--- src/rtl/arith_shifter_pkg.sv ---
// Shared types and helpers for the pipelined barrel shifter.
// Defines the shift operation encoding and the illegal-op range used
// by the top level to flag requests that must not produce a shifted result.
package arith_shifter_pkg;

  localparam int OP_W = 3;

  typedef enum logic [OP_W-1:0] {
    SHIFT_SLL = 3'd0,  // logical left, zero fill
    SHIFT_SRL = 3'd1,  // logical right, zero fill
    SHIFT_SRA = 3'd2,  // arithmetic right, MSB fill
    SHIFT_ROL = 3'd3,  // rotate left
    SHIFT_ROR = 3'd4   // rotate right
  } shift_op_t;

  // Every code from here to the top of the op field is illegal.
  localparam logic [OP_W-1:0] OP_ILLEGAL_FIRST = 3'd5;

  function automatic logic is_illegal_op(input logic [OP_W-1:0] op);
    return op >= OP_ILLEGAL_FIRST;
  endfunction

endpackage

--- src/rtl/arith_shifter_stage.sv ---
// One barrel-shifter pipeline stage: shifts by DIST when its amount bit is set.
// Latency: 1 cycle (result registered on the accepting edge).
// Backpressure: accepts when empty or when its contents leave on the same edge.
//
// Ports:
//   clk, reset            clock and synchronous active-high reset
//   prev_val/msg/amt/op/err  transaction offered by the upstream stage (or input)
//   next_rdy              downstream can take this stage's contents this edge
//   val/msg/amt/op/err    registered contents of this stage
module arith_shifter_stage
  import arith_shifter_pkg::*;
#(
  parameter int NBITS = 8,
  parameter int DIST  = 1
) (
  input  logic                           clk,
  input  logic                           reset,
  input  logic                           prev_val,
  input  logic [NBITS-1:0]               prev_msg,
  input  logic [$clog2(NBITS)-1:0]       prev_amt,
  input  logic [OP_W-1:0]                prev_op,
  input  logic                           prev_err,
  input  logic                           next_rdy,
  output logic                           val,
  output logic [NBITS-1:0]               msg,
  output logic [$clog2(NBITS)-1:0]       amt,
  output logic [OP_W-1:0]                op,
  output logic                           err
);

  // Amount bit that selects this stage's shift.
  localparam int SEL = $clog2(DIST);

  logic             adv;
  logic             load;
  logic [NBITS-1:0] shifted;

  // Contents leave when downstream takes them; a new transaction can land
  // in the same edge, so an empty or draining stage is open for input.
  assign adv  = val && next_rdy;
  assign load = prev_val && (!val || next_rdy);

  // Shift mux works on the incoming data so the result is registered here.
  // Illegal ops arrive already zeroed and simply pass through.
  always_comb begin
    shifted = prev_msg;
    if (prev_amt[SEL]) begin
      case (prev_op)
        SHIFT_SLL: shifted = prev_msg << DIST;
        SHIFT_SRL: shifted = prev_msg >> DIST;
        SHIFT_SRA: shifted = $signed(prev_msg) >>> DIST;
        SHIFT_ROL: shifted = (prev_msg << DIST) | (prev_msg >> (NBITS - DIST));
        SHIFT_ROR: shifted = (prev_msg >> DIST) | (prev_msg << (NBITS - DIST));
        default:   shifted = prev_msg;
      endcase
    end
  end

  always_ff @(posedge clk) begin
    if (reset) begin
      val <= 1'b0;
      msg <= '0;
      amt <= '0;
      op  <= '0;
      err <= 1'b0;
    end else if (load) begin
      val <= 1'b1;
      msg <= shifted;
      amt <= prev_amt;
      op  <= prev_op;
      err <= prev_err;
    end else if (adv) begin
      // Payload registers keep their last value; only the valid bit drops.
      val <= 1'b0;
    end
  end

endmodule

--- src/rtl/arith_shifter_pipe.sv ---
// Pipelined barrel shifter (SLL/SRL/SRA/ROL/ROR) with valid/ready on both sides.
// Latency: AMT_BITS cycles from acceptance to out_val, one result per cycle.
// Backpressure: bubbles collapse; in_rdy follows out_rdy combinationally when full.
//
// Ports:
//   clk, reset                      clock and synchronous active-high reset
//   in_val/in_rdy                   request handshake
//   in_msg, in_amt, in_op           operand, unsigned shift amount, op code
//   out_val/out_rdy                 result handshake
//   out_msg, out_err                result data, illegal-op flag (data is 0 then)
module arith_shifter_pipe
  import arith_shifter_pkg::*;
#(
  parameter int NBITS    = 8,               // power of two, at least 4
  parameter int AMT_BITS = $clog2(NBITS)    // derived: amount width and depth
) (
  input  logic                clk,
  input  logic                reset,
  input  logic                in_val,
  output logic                in_rdy,
  input  logic [NBITS-1:0]    in_msg,
  input  logic [AMT_BITS-1:0] in_amt,
  input  logic [OP_W-1:0]     in_op,
  output logic                out_val,
  input  logic                out_rdy,
  output logic [NBITS-1:0]    out_msg,
  output logic                out_err
);

  localparam int LAST = AMT_BITS - 1;

  logic                stg_val [AMT_BITS];
  logic [NBITS-1:0]    stg_msg [AMT_BITS];
  logic [AMT_BITS-1:0] stg_amt [AMT_BITS];
  logic [OP_W-1:0]     stg_op  [AMT_BITS];
  logic                stg_err [AMT_BITS];

  // down_rdy[k]: whatever sits after stage k can accept on this edge.
  logic [AMT_BITS-1:0] down_rdy;
  logic                in_illegal;

  // Ready chain built from the output back toward the input. A stage is
  // open to its upstream when it is empty or its own downstream is open.
  always_comb begin
    down_rdy       = '0;
    down_rdy[LAST] = out_rdy;
    for (int k = LAST; k > 0; k--) begin
      down_rdy[k-1] = !stg_val[k] || down_rdy[k];
    end
  end

  assign in_rdy     = !stg_val[0] || down_rdy[0];
  assign in_illegal = is_illegal_op(in_op);

  for (genvar k = 0; k < AMT_BITS; k++) begin : g_stage
    logic                p_val;
    logic [NBITS-1:0]    p_msg;
    logic [AMT_BITS-1:0] p_amt;
    logic [OP_W-1:0]     p_op;
    logic                p_err;

    if (k == 0) begin : g_head
      // Illegal requests are zeroed here so no later stage needs to care.
      assign p_val = in_val;
      assign p_msg = in_illegal ? '0 : in_msg;
      assign p_amt = in_amt;
      assign p_op  = in_op;
      assign p_err = in_illegal;
    end else begin : g_body
      assign p_val = stg_val[k-1];
      assign p_msg = stg_msg[k-1];
      assign p_amt = stg_amt[k-1];
      assign p_op  = stg_op[k-1];
      assign p_err = stg_err[k-1];
    end

    arith_shifter_stage #(
      .NBITS (NBITS),
      .DIST  (1 << k)
    ) u_stage (
      .clk      (clk),
      .reset    (reset),
      .prev_val (p_val),
      .prev_msg (p_msg),
      .prev_amt (p_amt),
      .prev_op  (p_op),
      .prev_err (p_err),
      .next_rdy (down_rdy[k]),
      .val      (stg_val[k]),
      .msg      (stg_msg[k]),
      .amt      (stg_amt[k]),
      .op       (stg_op[k]),
      .err      (stg_err[k])
    );
  end

  // The final stage's amount and op have no consumer.
  logic unused_tail;
  assign unused_tail = ^{stg_amt[LAST], stg_op[LAST]};

  assign out_val = stg_val[LAST];
  assign out_msg = stg_msg[LAST];
  assign out_err = stg_err[LAST];

endmodule

--- config.mk ---
export PLATFORM = sky130hd
export DESIGN_NAME = arith_shifter_pipe
export DESIGN_NICKNAME = d
export VERILOG_FILES = /design/src/rtl/arith_shifter_pkg.sv /design/src/rtl/arith_shifter_stage.sv /design/src/rtl/arith_shifter_pipe.sv
export SDC_FILE = /design/constraint.sdc
export NUM_CORES = 1
export LEC_CHECK = 0
export ABC_AREA = 1
export CELL_PAD_IN_SITES_DETAIL_PLACEMENT = 2
export CELL_PAD_IN_SITES_GLOBAL_PLACEMENT = 2
export CORE_MARGIN = 3
export CORE_UTILIZATION = 25
export DETAILED_ROUTE_END_ITERATION = 8
export GPL_ROUTABILITY_DRIVEN = 0
export MAX_ROUTING_LAYER = met4
export PLACE_DENSITY = 0.73
export SLEW_MARGIN = 20
export SYNTH_ARGS = -nofsm -noshare
export SYNTH_HDL_FRONTEND = slang
export SYNTH_SLANG_ARGS = --single-unit
--- constraint.sdc ---
create_clock -name clk -period 1.1 [get_ports clk]
set_clock_uncertainty 0.05 [all_clocks]
set_input_delay 0.33 -clock clk [delete_from_list [all_inputs] [get_ports clk]]
set_output_delay 0.33 -clock clk [all_outputs]
set_load 0.03 [all_outputs]
# Word-level counts from Yosys, hierarchy flattened
# Cells that the tools add are included.
# totals
output_inout_bits,11
ff_bits,42
inputBits,18
# op_classes
muxes,13
bitwise_logic,5
n_lt_le_gt_ge,1
n_eq_ne,12
reduce_logical,17
# op_table
op,n
one-hot mux 8 bit (5 select lines),2
two-way mux 8 bit,4
one-hot mux 8 bit (4 select lines),1
"== test 3 x 2 -> 1 bit, second input constant",6
"== test 3 x 1 -> 1 bit, second input constant",3
"== test 3 bit, second input constant",3
logical NOT 3 bit,3
OR 6 x 8 -> 8 bit,1
OR 7 x 8 -> 8 bit,1
OR 8 x 1 -> 8 bit,1
OR 8 x 2 -> 8 bit,1
OR 8 x 4 -> 8 bit,1
two-way mux 1 bit,6
nonzero test 2 bit,3
logical AND 1 bit,4
"greater-or-equal comparator 3 bit, second input constant",1
logical NOT 1 bit,3
logical OR 1 bit,3
OR reduction 2 bit,1

# Depth between registers and ports, before layout
# Gate-level depths: netlist (run 1).
# depth
depth_word,6
mapped_depth,9
mapped_depth_nobuf,8

# Cells and area by module
# Synthesis (run 1) repeated with hierarchy kept, for this count alone.
# unflattened
cells_unflattened,370
hier_area_um2,2553.7
# by_module_without_submodules
module,seq_area_each_um2,cells_each,n_inst,area_each_um2
arith_shifter_stage (g_stage[1].u_stage),320.3,126,1,845.8
arith_shifter_stage (g_stage[0].u_stage),320.3,122,1,838.3
arith_shifter_stage (g_stage[2].u_stage),320.3,99,1,769.5
arith_shifter_pipe,0.0,23,1,100.1

# Least setup slack after synthesis (run 1)
# No wires, ideal clock.
# synth_timing
kind,reg2reg
from,register g_stage[2].u_stage.val
to,register g_stage[0].u_stage.msg[7]
path_buffers,1
setup_ns,0.116
stages_incl_launch_ff,9
path_slack_ns,-0.441
t_arrival_ns,1.375
path_cell_list,dfxtp_1 nand2_2 nand2_4 nand3_2 nand2_4 buf_6 nand2_1 nand2_1 a21oi_2
# synth_via
elab_chain_cells,5
# synth_rtl
item,line,source
start: declaration,arith_shifter_stage.sv:24,"output logic val,"
start signal: assignment,arith_shifter_stage.sv:61,val <= 1'b0;
start signal: assignment,arith_shifter_stage.sv:67,val <= 1'b1;
start signal: assignment,arith_shifter_stage.sv:74,val <= 1'b0;
logical NOT 1 bit,arith_shifter_pipe.sv:48,down_rdy[k-1] = !stg_val[k] || down_rdy[k];
logical OR 1 bit (2 in series),arith_shifter_pipe.sv:48,
logical OR 1 bit,--,
net in_rdy,arith_shifter_pipe.sv:20,"output logic in_rdy,"
logical AND 1 bit,arith_shifter_stage.sv:41,assign load = prev_val && (!val || next_rdy);
end signal: assignment,arith_shifter_stage.sv:68,msg <= shifted;
end: declaration,arith_shifter_stage.sv:25,"output logic [NBITS-1:0] msg,"
# The timed path passes the listed nets, and every way through them passes these cells.
# A chain may end at the register's enable or synchronous reset.

# Worst setup path in the final report (run 1)
# layout_timing
from,register g_stage[2].u_stage.val
to,output in_rdy
# layout_via
elab_chain_cells,4
# layout_rtl
item,line,source
logical NOT 1 bit,arith_shifter_pipe.sv:48,
logical OR 1 bit (2 in series),arith_shifter_pipe.sv:48,
logical OR 1 bit,arith_shifter_pipe.sv:52,assign in_rdy = !stg_val[0] || down_rdy[0];
end: declaration,arith_shifter_pipe.sv:20,
# Every way passes these cells.

==> run_results.csv, run 1 <==
group,metric,value,unit
sta,time_the_worst_path_needs_with_i_o_delays_and_setup,1400,ps
sta,achievable-frequency,0.716,GHz
yosys,ys.warnings.count,0,
placed_design,detailedPlacementHpwl,5520,um
critical_path,crit_start,"g_stage[2].u_stage.val",
power,peak_supply_drop,0.000418,V
clock_network,cts_max_path_buffers,2,
drt,postRouteWirelength,9640,um
final_layout,finalNetCount,435,
power,clock_share_of_power,26.4,%
critical_path,worst_setup_path_end_kind,"output port",
critical_path,critical_path.most_common_cell,"sky130_fd_sc_hd__nand2_4",
power,p_leak,1.56,nW
global_routing,number_of_global_route_vias_before_repair,2656,
sta,relative_slew_margins,46.7,%
power,switching_power,1.39,mW
drt,drt-pass1-iter-count,4,
floorplan,core,0.00834,sq mm
clock_network,numClockSinks,39,
global_routing,grt_util_all_layers,17.2,%
critical_path,crit_type,"reg -> out",
global_routing,pin_count_of_the_biggest_net_entering_global_routing,22,
sta,final-hold-violation-count,0,
floorplan,floorplan.initialDensity,26.2,%
clock_network,buffer_cell_driving_the_clock_tree_root,"sky130_fd_sc_hd__clkbuf_8",
sta,post-route-worst-setup-slack,-297,ps
drt,vias_per_cell,4.95,
run,cap_violations,0,
power,power.share.combinational,31.9,%
critical_path,cpMaxStageDelayCell,"sky130_fd_sc_hd__dfxtp_4",
sta,fin_setup_tns,-7480,ps
critical_path,cp_num_buf_inv,1,
outcome,status,"complete, but fails checks",
clock_network,cts_tree,"done",
sta,setup-violations-final,48,
drt,post_route_drc_violation_count,0,
critical_path,wp_data_required,720,ps
clock_network,cts-buffers-inserted,5,
yosys,postSynthRegisterBits,39,
placed_design,pre_cts_ws,-731,ps
critical_path,worst_path_dominant_cell_family,"flip-flops",
drt,routed_wire_length_per_instance,18.4,um
critical_path,rr_startpoint,"g_stage[1].u_stage.val",
floorplan,die_h,99.5,um
clock_network,clock_tree.htree_level_count,2,
drt,via_count,2591,
power,internal_power,2.48,mW
floorplan,placement_rows,33,
yosys,avgSynthCellArea,6.60,sq um
floorplan,die_w,99.5,um
final_layout,post_route_cells_drive_above_1_share,51.0,%
critical_path,crit_path_cell_trace,"nand2_4 -> nand2_4 -> nand3_4 -> buf_6",
global_routing,global_route_wire_length_before_repair,13300,um
floorplan,fp.dieArea,0.00989,sq mm
placed_design,count_of_port_buffers_added_during_placement,28,
critical_path,worstSetupStartpointType,"flip-flop",
sta,layout_worst_path_cycle_share,127,%
sta,rsz0062_at_grt,"true",
critical_path,crit_fanout,3,
power,powerDensity,1030,mW/mm^2
final_layout,antenna_cells,0,
critical_path,critical_path_arrival,1020,ps
clock_network,worst_path_clk_slew,80,ps
yosys,ys_seq_area_share,35.8,%
outcome,violations,"negative setup slack",
min_path,timing.hold.worst.start,"in_op[0]",
sta,worst_slew_pin_tran,799,ps
floorplan,floorplan.io_pins,29,
yosys,synthesis.area,0.00218,sq mm
global_routing,grt_antenna_before_repair,0,
drt,ant_nets_after_route,0,
sta,timing_max_transition_violations_final,0,
power,seqPwrFrac,41.7,%
yosys,synth_cell_types,24,
sta,whs,379,ps
yosys,syn-instance-count,331,
power,power.switching_fraction,36.0,%
final_layout,final_cell_mix,"sky130_fd_sc_hd__nand2_1, sky130_fd_sc_hd__buf_4, sky130_fd_sc_hd__a21oi_2",
final_layout,syn2layout_area_growth,72.2,%
clock_network,insertion_delay,300,ps
drt,detailedRoute.firstIterationViolations,66,
global_routing,globalRouteOverflowTotal,0,
final_layout,layout.cells.most_common,"sky130_fd_sc_hd__nand2_1",
min_path,timing.hold.worst.class,"in -> reg",
critical_path,critical_path.max_stage_delay,380,ps
yosys,synthesis.nets,349,
==> stage by stage <==
step	util, %	std cells	total power, mW	instance area, sq um
finish	45.1	523	3.87	3760
global route	45.1	523	4.11	3760
global placement	33.5	484	2.40	2800
floorplan	-	331	2.09	2220
detailed placement	33.5	484	2.44	2800
CTS	38.3	505	3.58	3190
==> routing by layer <==
metal  track usage (%)  vias up  share of wire, %
met3              2.31       13               1.7
met5                 -        -                 0
met1              18.2     1280                37
met4              5.46        0               1.8
met2              32.9       41                59
li1                  -     1257                 -
==> sequential cells by signal (all words and copies together), names as in the netlist <==
name                 count
g_stage.u_stage.msg     24
g_stage.u_stage.op       6
g_stage.u_stage.amt      3
g_stage.u_stage.err      3
g_stage.u_stage.val      3
==> area by class of cell <==
cell class	instances	area, sq um
fill	935	4580
multi-input combinational	253	1730
timing repair buffer	86	852
sequential	39	810
inverter	31	139
tap	105	131
clock buffer	5	68.8
clock inverter	3	18.8
timing repair inverter	1	7.51
==> synthesized netlist by cell type <==
cell type / count / area (sq um)
sky130_fd_sc_hd__nor2_2: 4 / 25.0
sky130_fd_sc_hd__nor3_1: 1 / 5.00
sky130_fd_sc_hd__nor2_1: 34 / 128
sky130_fd_sc_hd__o21ai_1: 1 / 5.00
sky130_fd_sc_hd__nand3_1: 16 / 80.1
sky130_fd_sc_hd__inv_1: 29 / 109
sky130_fd_sc_hd__inv_4: 1 / 6.26
sky130_fd_sc_hd__clkbuf_1: 3 / 11.3
sky130_fd_sc_hd__nor2_8: 2 / 40.0
sky130_fd_sc_hd__nand2_2: 4 / 25.0
sky130_fd_sc_hd__nand3b_1: 4 / 30.0
sky130_fd_sc_hd__a21oi_2: 5 / 43.8
sky130_fd_sc_hd__a21oi_1: 47 / 235
sky130_fd_sc_hd__nand4_1: 4 / 25.0
sky130_fd_sc_hd__buf_2: 2 / 10.0
sky130_fd_sc_hd__inv_2: 1 / 3.75
sky130_fd_sc_hd__nand3_2: 3 / 30.0
sky130_fd_sc_hd__nand2_1: 93 / 349
sky130_fd_sc_hd__buf_6: 4 / 45.0
sky130_fd_sc_hd__o21ai_2: 1 / 8.76
sky130_fd_sc_hd__nand2_4: 2 / 22.5
sky130_fd_sc_hd__dfxtp_1: 39 / 781
sky130_fd_sc_hd__o21ai_0: 27 / 135
sky130_fd_sc_hd__buf_4: 4 / 30.0
==> what timing repair did <==
item,in CTS,in global routing
pin swaps,13,17
hold buffers,0,0
endpoints found under the setup margin,50,49
gates resized for setup,75,113
setup buffers,9,15
gates cloned,5,3
==> power groups by stage <==
stage	Sequential (mW)	Combinational, mW	Clock (mW)
4_1_cts	1.59	0.955	1.03
3_5_place_dp	1.61	0.825	0
2_1_floorplan	1.63	0.459	0
3_3_place_gp	1.60	0.794	0
5_1_grt	1.63	1.34	1.15
6_report	1.61	1.24	1.02
==> tightest hold or removal path, cell delays in order <==
cell and delay [ps]:
sky130_fd_sc_hd__clkbuf_2 90, sky130_fd_sc_hd__buf_6 130, sky130_fd_sc_hd__o21ai_1 70, sky130_fd_sc_hd__nor2_1 70
==> final timing paths <==
kind	slack (ps)	endpoint	cells after the start
max	-300	in_rdy	4
min	380	g_stage[0].u_stage.op[0]	4
max reg2reg	-290	g_stage[0].u_stage.msg[2]	8
min reg2reg	450	g_stage[1].u_stage.msg[4]	2
==> cell families after synthesis <==
| kind of cell | share of synthesized area [%] |
|---|---|
| AOI/OAI and AO/OA | 19.6 |
| and+or+nand+nor | 34.8 |
| DFF | 35.8 |
| buffers and inverters | 9.86 |
No activity file was read; power rests on OpenSTA's default activity.
==> run 2: changes to the inputs <==
Settings changed: ABC_CLOCK_PERIOD_IN_PS set to 1100.
==> results of run 2 <==
No change in the layout: final DEF, timing and power equal those of run 1.
==> run 3: changes to the inputs <==
Settings changed: CORE_UTILIZATION 25 to 27, PLACE_DENSITY 0.73 to 0.77.
==> run_results.csv, run 3 (same netlist as run 1, synthesis figures left out) <==
group,metric,value,unit
outcome,status,"complete, but fails checks",
outcome,violations,"negative setup slack",
final_layout,registers.top_by_ff_count,"g_stage.u_stage.msg",
floorplan,die_w,95.9,um
critical_path,wp_data_required,720,ps
critical_path,crit_path_cell_trace,"nand2_4 -> nand2_4 -> nand3_4 -> buf_6",
sta,worst_slew_pin_tran,455,ps
floorplan,die_h,95.9,um
global_routing,globalRouteOverflowTotal,0,
drt,post_route_drc_violation_count,0,
placed_design,pre_cts_ws,-758,ps
critical_path,critical_path_arrival,1050,ps
global_routing,pin_count_of_the_biggest_net_entering_global_routing,22,
clock_network,cts_max_path_buffers,2,
final_layout,top_regs,"g_stage.u_stage.msg (24), g_stage.u_stage.op (6)",
power,switching_power,1.42,mW
critical_path,crit_type,"reg -> out",
clock_network,holdBufCountCts,0,
power,clock_share_of_power,25.9,%
floorplan,floorplan.initialDensity,28.0,%
run,cap_violations,0,
critical_path,critical_path.max_stage_delay,370,ps
floorplan,core,0.00781,sq mm
global_routing,grt_util_all_layers,20.5,%
final_layout,post_route_cells_drive_above_1_share,54.5,%
sta,relative_slew_margins,69.7,%
sta,post-route-worst-setup-slack,-328,ps
global_routing,grt_antenna_before_repair,0,
power,power.switching_fraction,36.6,%
clock_network,insertion_delay,310,ps
sta,achievable-frequency,0.700,GHz
power,p_leak,1.49,nW
power,powerDensity,1060,mW/mm^2
drt,detailedRoute.firstIterationViolations,39,
final_layout,max_reg_flops,24,
sta,setup-violations-final,49,
clock_network,clock_tree.htree_level_count,2,
drt,drt-pass1-iter-count,4,
drt,vias_per_cell,5.12,
clock_network,cts-buffers-inserted,5,
min_path,timing.hold.worst.class,"in -> reg",
final_layout,antenna_cells,0,
final_layout,finish.utilization,47.1,%
global_routing,global_route_wire_length_before_repair,14100,um
sta,final-hold-violation-count,0,
power,peak_supply_drop,0.000472,V
floorplan,fp.dieArea,0.00920,sq mm
clock_network,buffer_cell_driving_the_clock_tree_root,"sky130_fd_sc_hd__clkbuf_8",
power,power.share.combinational,32.2,%
clock_network,numClockSinks,39,
drt,postRouteWirelength,10300,um
sta,time_the_worst_path_needs_with_i_o_delays_and_setup,1430,ps
critical_path,crit_fanout,3,
critical_path,worst_setup_path_end_kind,"output port",
drt,ant_nets_after_route,0,
power,internal_power,2.46,mW
global_routing,number_of_global_route_vias_before_repair,2735,
clock_network,cts_tree,"done",
drt,routed_wire_length_per_instance,20.2,um
sta,rsz0062_at_grt,"true",
power,seqPwrFrac,41.9,%
clock_network,worst_path_clk_slew,80,ps
floorplan,floorplan.io_pins,29,
final_layout,layout.cells.most_common,"sky130_fd_sc_hd__nand2_1",
final_layout,finalNetCount,426,
critical_path,worstSetupStartpointType,"flip-flop",
placed_design,count_of_port_buffers_added_during_placement,28,
placed_design,detailedPlacementHpwl,5480,um
critical_path,cpMaxStageDelayCell,"sky130_fd_sc_hd__dfxtp_4",
sta,timing_max_transition_violations_final,0,
final_layout,syn2layout_area_growth,68.4,%
floorplan,placement_rows,32,
final_layout,final_cell_mix,"sky130_fd_sc_hd__nand2_1, sky130_fd_sc_hd__buf_4, sky130_fd_sc_hd__a21oi_2",
sta,layout_worst_path_cycle_share,130,%
critical_path,critical_path.most_common_cell,"sky130_fd_sc_hd__nand2_4",
drt,via_count,2617,
==> run 3: cell types whose count changed in the layout (fill, tap and decap cells not counted), sizes merged <==
cell	change
buf	-4
clkbuf	-3
clkdlybuf4s50	+1
clkinv	+2
clkinvlp	-1
dlymetal6s2s	-2
inv	-1
nor2	-1
==> run 3: path summary, 6_finish.rpt <==
kind | from | endpoint | slack [ps] | cells past startpoint
max | g_stage[2].u_stage.val | in_rdy | -330 | 4
min | in_op[1] | g_stage[0].u_stage.op[1] | 420 | 4
max reg2reg | g_stage[2].u_stage.val | g_stage[0].u_stage.op[1] | -300 | 9
min reg2reg | g_stage[1].u_stage.msg[4] | g_stage[1].u_stage.msg[4] | 450 | 2
==> run 3: stage by stage <==
step	hold slack, ps	total power [mW]	TNS [ps]	cells	cell area [sq um]
finish	417	3.88	-9130	511	3680
global route	442	4.07	-11420	511	3680
floorplan	400	2.09	-1990	331	2220
CTS	381	3.60	-6360	500	3300
detailed placement	430	2.43	-24160	478	2770
global placement	418	2.39	-21970	478	2770
==> run 3: critical path, delay by kind of cell (launching register included) <==
kind / cells / cell delay (ps)
buf+inv: 1 / 150
flops: 1 / 370
simple gates: 3 / 220
==> run 3: repair_timing <==
item                       in CTS  in global routing
cloned                          5                  1
pin swaps                      15                 18
buffers inserted               10                 12
setup endpoints to repair      49                 50
gates resized for setup       132                 86
==> run 3: area by class of cell <==
class	count	area (sq um)
well taps	102	128
clock buffers	5	68.8
repair inverters	1	7.51
fillers	858	4130
inverters	31	136
clock inverters	3	15.0
flip-flops and latches	39	816
repair buffers	78	764
multi-input cells	252	1740
==> run 3: metal layers <==
layer | vias to the layer above | global-route usage [%] | routed length, um
li1 | 1241 | - | -
met1 | 1309 | 21.0 | 3860
met2 | 48 | 40.9 | 5870
met3 | 19 | 2.74 | 229
met4 | 0 | 4.62 | 356
met5 | - | - | 0
==> run 3: power by group through the flow <==
stage | Sequential, mW | Combinational, mW | Clock [mW]
final | 1.63 | 1.25 | 1.01
after global routing | 1.64 | 1.34 | 1.09
after CTS | 1.60 | 1.01 | 0.990
after detailed placement | 1.61 | 0.824 | 0
after global placement | 1.60 | 0.787 | 0
after floorplan | 1.63 | 0.459 | 0
